===== config.mk =====
export PLATFORM = sky130hd
export DESIGN_NAME = seg_scan_driver
export DESIGN_NICKNAME = d
export VERILOG_FILES = /design/src/rtl/seg_scan_driver.sv
export SDC_FILE = /design/constraint.sdc
export NUM_CORES = 1
export LEC_CHECK = 0
export CAP_MARGIN = 40
export CORE_MARGIN = 2
export CORE_UTILIZATION = 48
export DETAILED_ROUTE_END_ITERATION = 12
export PLACE_DENSITY = 0.81
export SYNTH_ARGS = -nofsm -noshare
export SYNTH_HDL_FRONTEND = slang
export SYNTH_SLANG_ARGS = --single-unit

===== constraint.sdc =====
create_clock -name CLK -period 2.47 [get_ports CLK]
set_input_delay 0.6175 -clock CLK [delete_from_list [all_inputs] [get_ports CLK]]
set_output_delay 0.6175 -clock CLK [all_outputs]
set_load 0.02 [all_outputs]

===== src/rtl/seg_scan_driver.sv =====
// Multiplexed seven-segment scanner: per-frame input snapshot, hex decode,
// per-digit blanking. Define SEG_SCAN_LEADZERO_EN for leading-zero suppression.
module seg_scan_driver #(
    parameter int DIGITS    = 8,
    parameter int SCAN_DIV  = 50000,
    parameter int BLANK_CYC = 64
) (
    input  logic                  CLK,
    input  logic                  RESET_N,
    input  logic [4*DIGITS-1:0]   digit_data,
    input  logic [DIGITS-1:0]     digit_en,
    input  logic [DIGITS-1:0]     dp,
    output logic [7:0]            dataout,
    output logic [DIGITS-1:0]     bit_out,
    output logic                  frame_start
);
    localparam int CNT_W = $clog2(SCAN_DIV);
    localparam int IDX_W = (DIGITS > 1) ? $clog2(DIGITS) : 1;
    localparam logic [CNT_W-1:0] CNT_LAST       = CNT_W'(SCAN_DIV - 1);
    localparam logic [CNT_W-1:0] CNT_BLANK_LAST = CNT_W'(BLANK_CYC - 1);
    localparam logic [IDX_W-1:0] IDX_LAST       = IDX_W'(DIGITS - 1);

    typedef enum logic {ST_BLANK, ST_DRIVE} state_t;

    state_t             state;
    logic [CNT_W-1:0]   cnt;
    logic [IDX_W-1:0]   idx;
    logic [3:0]         sh_nib [DIGITS];
    logic [DIGITS-1:0]  sh_en;
    logic [DIGITS-1:0]  sh_dp;
    logic               snap;
    logic [7:0]         pat;

    assign snap = (cnt == '0) && (idx == '0);

    function automatic logic [7:0] seg_decode(input logic [3:0] nib);
        logic [7:0] s;
        case (nib)
            4'h0: s = 8'hC0;  4'h1: s = 8'hF9;  4'h2: s = 8'hA4;  4'h3: s = 8'hB0;
            4'h4: s = 8'h99;  4'h5: s = 8'h92;  4'h6: s = 8'h82;  4'h7: s = 8'hF8;
            4'h8: s = 8'h80;  4'h9: s = 8'h90;  4'hA: s = 8'h88;  4'hB: s = 8'h83;
            4'hC: s = 8'hC6;  4'hD: s = 8'hA1;  4'hE: s = 8'h86;  default: s = 8'h8E;
        endcase
        return s;
    endfunction

`ifdef SEG_SCAN_LEADZERO_EN
    logic [DIGITS-1:0] lz_sup;

    // Walk down from the top digit; the zero run survives disabled digits.
    always_comb begin
        logic run;
        run    = 1'b1;
        lz_sup = '0;
        for (int i = DIGITS - 1; i > 0; i--) begin
            lz_sup[i] = run && sh_en[i] && (sh_nib[i] == 4'h0);
            run       = run && (!sh_en[i] || (sh_nib[i] == 4'h0));
        end
    end
`endif

    always_comb begin
        pat = sh_en[idx] ? seg_decode(sh_nib[idx]) : 8'hBF;
`ifdef SEG_SCAN_LEADZERO_EN
        if (lz_sup[idx]) pat = 8'hFF;
`endif
        if (sh_dp[idx]) pat[7] = 1'b0;
    end

    always_ff @(posedge CLK or negedge RESET_N) begin
        if (!RESET_N) begin
            state       <= ST_BLANK;
            cnt         <= '0;
            idx         <= '0;
            for (int i = 0; i < DIGITS; i++) sh_nib[i] <= '0;
            sh_en       <= '0;
            sh_dp       <= '0;
            dataout     <= 8'hFF;
            bit_out     <= '1;
            frame_start <= 1'b0;
        end else begin
            // Output stage: registered view of the current (idx, cnt).
            frame_start <= snap;
            if (state == ST_BLANK) begin
                bit_out <= '1;
                dataout <= 8'hFF;
            end else begin
                bit_out <= ~(DIGITS'(1) << idx);
                dataout <= pat;
            end

            if (snap) begin
                for (int i = 0; i < DIGITS; i++) sh_nib[i] <= digit_data[4*i +: 4];
                sh_en <= digit_en;
                sh_dp <= dp;
            end

            // Slot sequencing: state always describes the phase of cnt.
            if (cnt == CNT_LAST) begin
                cnt   <= '0;
                state <= ST_BLANK;
                idx   <= (idx == IDX_LAST) ? '0 : idx + 1'b1;
            end else begin
                cnt <= cnt + 1'b1;
                if (cnt == CNT_BLANK_LAST) state <= ST_DRIVE;
            end
        end
    end
endmodule


==> out/summary.txt <==
Bufs on Longest Clock Path: 2
Ant diodes: 0
Tmin final: 2.28 ns
Vias per cell: 5.31
Max stage delay on crit path: 0.64 ns
Clock-pin slew on the worst setup and hold paths: 0.09 ns
Setup TNS: 0 ns
CTS tree: yes
Synth Flop Type: dfrtp_1
Row count: 33
Hpwl dp: 5310 um
Fraction of layout cells with a size suffix above 1: 0.272
CP cell instances: mux4_1 > mux2i_4 > inv_1 > ha_1 > or3_1 > a21o_1
Critical Path AT: 2.58 ns
Grt total ovfl: 0
Area grow syn2layout: 26.4%
TritonCTS buffer count: 9
Mapped Avg Cell Area: 13.5 um^2
Hold Slack: 0.223 ns
Hold Buf Count CTS: 0
Via Count: 2,532
# Post-CTS Setup Buffers: 0
Max Clock Freq: 438 MHz
# fillers: 618
Largest net degree at the start of global routing: 50
Ranking of synthesized cells by area: dfrtp_1, mux2_2, dfstp_2, ha_1, mux2i_1
Pre-CTS setup slack: 0.185 ns
Die width: 95.4 um
Status: complete, no violations
Startpoint Class: flip-flop
Synth warnings: 0
Final worst slack: 0.187 ns
Worst r2r src: idx[0]
Top cell type's share of synthesized area: 0.431
Combinational fraction of design power: 0.070
RSZ-0062 raised after global routing: no
Initial Util: 0.493
Final ANT Viol Nets: 0
Core Area: 8130 um^2
Area leader, netlist: dfrtp_1
Crit end category: flip-flop
Synthesis-stage register bit count: 85
Clock power frac: 0.440
Mapped Area: 4010 um^2
CTS resizes: 0
GR Util All Layers: 0.181
Internal power: 2340 uW
Clock sinks: 85
Setup crit start: idx[0]
Post-layout util: 0.622
Post-DR wirelength/cell: 15.8 um
Die area: 9090 um^2
Clock Skew: 0.0117 ns
Multi-input logic area: 1710 um^2
Boundary Pins: 67
P_leak: 0.00211 uW
# H-tree levels: 3
Clk Latency, worst-skew pair: 0.36 ns
Seq pwr share: 0.490
Max Fanout on Critical Path: 4
Pwr Density: 586 nW/um^2
Critical path class: reg2reg
FF/Latch Area: 2150 um^2
Clock Tree Root: clkbuf_8
Vias in the first global route: 2,561
Largest delay share family, worst path: multiplexers
Sequential fraction of the synthesis area: 0.536
Sw Share: 0.210
VDD IR-drop max: 0.000374 V
WP buf/inv: 1
R2R Setup Slk: 0.19 ns
CP Data Required Time: 2.77 ns
Endpoints failing setup: 0
Max-slew headroom: 0.656
Number of library cell types mapped by synthesis: 41
Max cap viols: 0
Final Power: 2970 uW
Synthesized instance count: 296
Initial antenna violation count: 0
# nets final: 431
Final Hold Violating Endpoints: 0
Die H: 95.4 um
Sw Pwr: 624 uW
Period Utilization, post-route: 0.924
Initial DRC count: 126
Port Buffers: 66
Final Max Slew Viols: 0
# DRC: 0
DRT Pass-1 Iters: 4
Worst Tran Pin Value: 0.516 ns
Hold WC Path Type: in2async
Critical-path cell with the highest stage delay: mux4_1
Syn Nets: 360
First-pass GRT wire length: 12,300 um
Routed WL: 7520 um
Post-synthesis async set-or-reset flop share: 1.00
RD Place Congestion: 0.854
Post-synth EDFFs: 0
cells in the mapped netlist (all sizes together), types with 5 or more instances:
master / n
and3: 5
buf: 11
dfrtp: 69
dfstp: 16
ha: 14
inv: 11
mux2: 49
mux2i: 17
mux4: 10
nand2: 18
nand3: 10
nor2: 16
o21ai: 5
xnor2: 9
xor2: 5
layer usage:
metal,up-vias,global-route usage,share of wire
met5,-,0,0
met2,56,0.271,0.48
met4,0,0.0833,0.019
met3,11,0.0372,0.030
li1,1188,-,-
met1,1277,0.254,0.47
path summary, 6_finish.rpt:
| path | endpoint | cells after the start |
|---|---|---|
| hold / removal | cnt[10] | 1 |
| max in group asynchronous | sh_nib[7] | 2 |
| min in group CLK | cnt[13] | 1 |
| setup reg to reg | dataout[0] | 6 |
| setup / recovery | dataout[0] | 6 |
| hold reg to reg | cnt[13] | 1 |
cells by family (layout without fill, tap and decap cells):
kind of cell / after synthesis / count (layout) / share of synthesized area
buffers and inverters: 26 / 102 / 0.0384
AO/OA/AOI/OAI: 13 / 13 / 0.0222
flip-flops: 85 / 85 / 0.536
AND/OR/NAND/NOR: 68 / 68 / 0.0859
XOR/XNOR: 14 / 14 / 0.0306
adder cells (fa/ha/maj): 14 / 14 / 0.0437
multiplexers: 76 / 76 / 0.243
area by class of cell:
| cell class | instances | area share |
|---|---|---|
| flip-flops and latches | 85 | 0.424 |
| clock inverters | 7 | 0.0287 |
| multi-input cells | 185 | 0.338 |
| well taps | 105 | 0.0260 |
| inverters | 11 | 0.00816 |
| repair buffers | 75 | 0.151 |
| clock buffers | 9 | 0.0245 |
through the flow:
stage                     instance area, um^2  std cells
after global routing                     5060        477
after global placement                   4790        461
after detailed placement                 4790        461
after CTS                                5060        477
final                                    5060        477
after floorplan                          4010        296
placed cells by master, fill, tap and decap left out, types with 6 or more instances in the layout:
| cell type | synthesis | final |
|---|---|---|
| nand2_1 | 18 | 18 |
| dfstp_2 | 16 | 16 |
| mux4_2 | 6 | 6 |
| xnor2_1 | 9 | 9 |
| inv_1 | 10 | 10 |
| buf_4 | 4 | 7 |
| ha_1 | 14 | 14 |
| clkdlybuf4s50_1 | 0 | 65 |
| nor2_1 | 15 | 15 |
| mux2i_1 | 16 | 16 |
| dfrtp_1 | 69 | 69 |
| clkbuf_8 | 0 | 9 |
| mux2_2 | 48 | 48 |
| nand3_1 | 10 | 10 |
sequential cells by signal, indices dropped and copies added (netlist names):
| register | flops |
|---|---|
| dataout | 8 |
| sh_en | 8 |
| frame_start | 1 |
| state | 1 |
| idx | 3 |
| bit_out | 8 |
| sh_nib | 32 |
| cnt | 16 |
| sh_dp | 8 |
power groups by stage:
stage               clock, uW  sequential [uW]  combinational, uW
global route             1380             1460                229
floorplan                   0             1470               85.1
CTS                      1330             1450                212
global placement            0             1480                204
finish                   1300             1450                209
detailed placement          0             1480                210
Note: power is estimated with default switching activity, not from simulation.
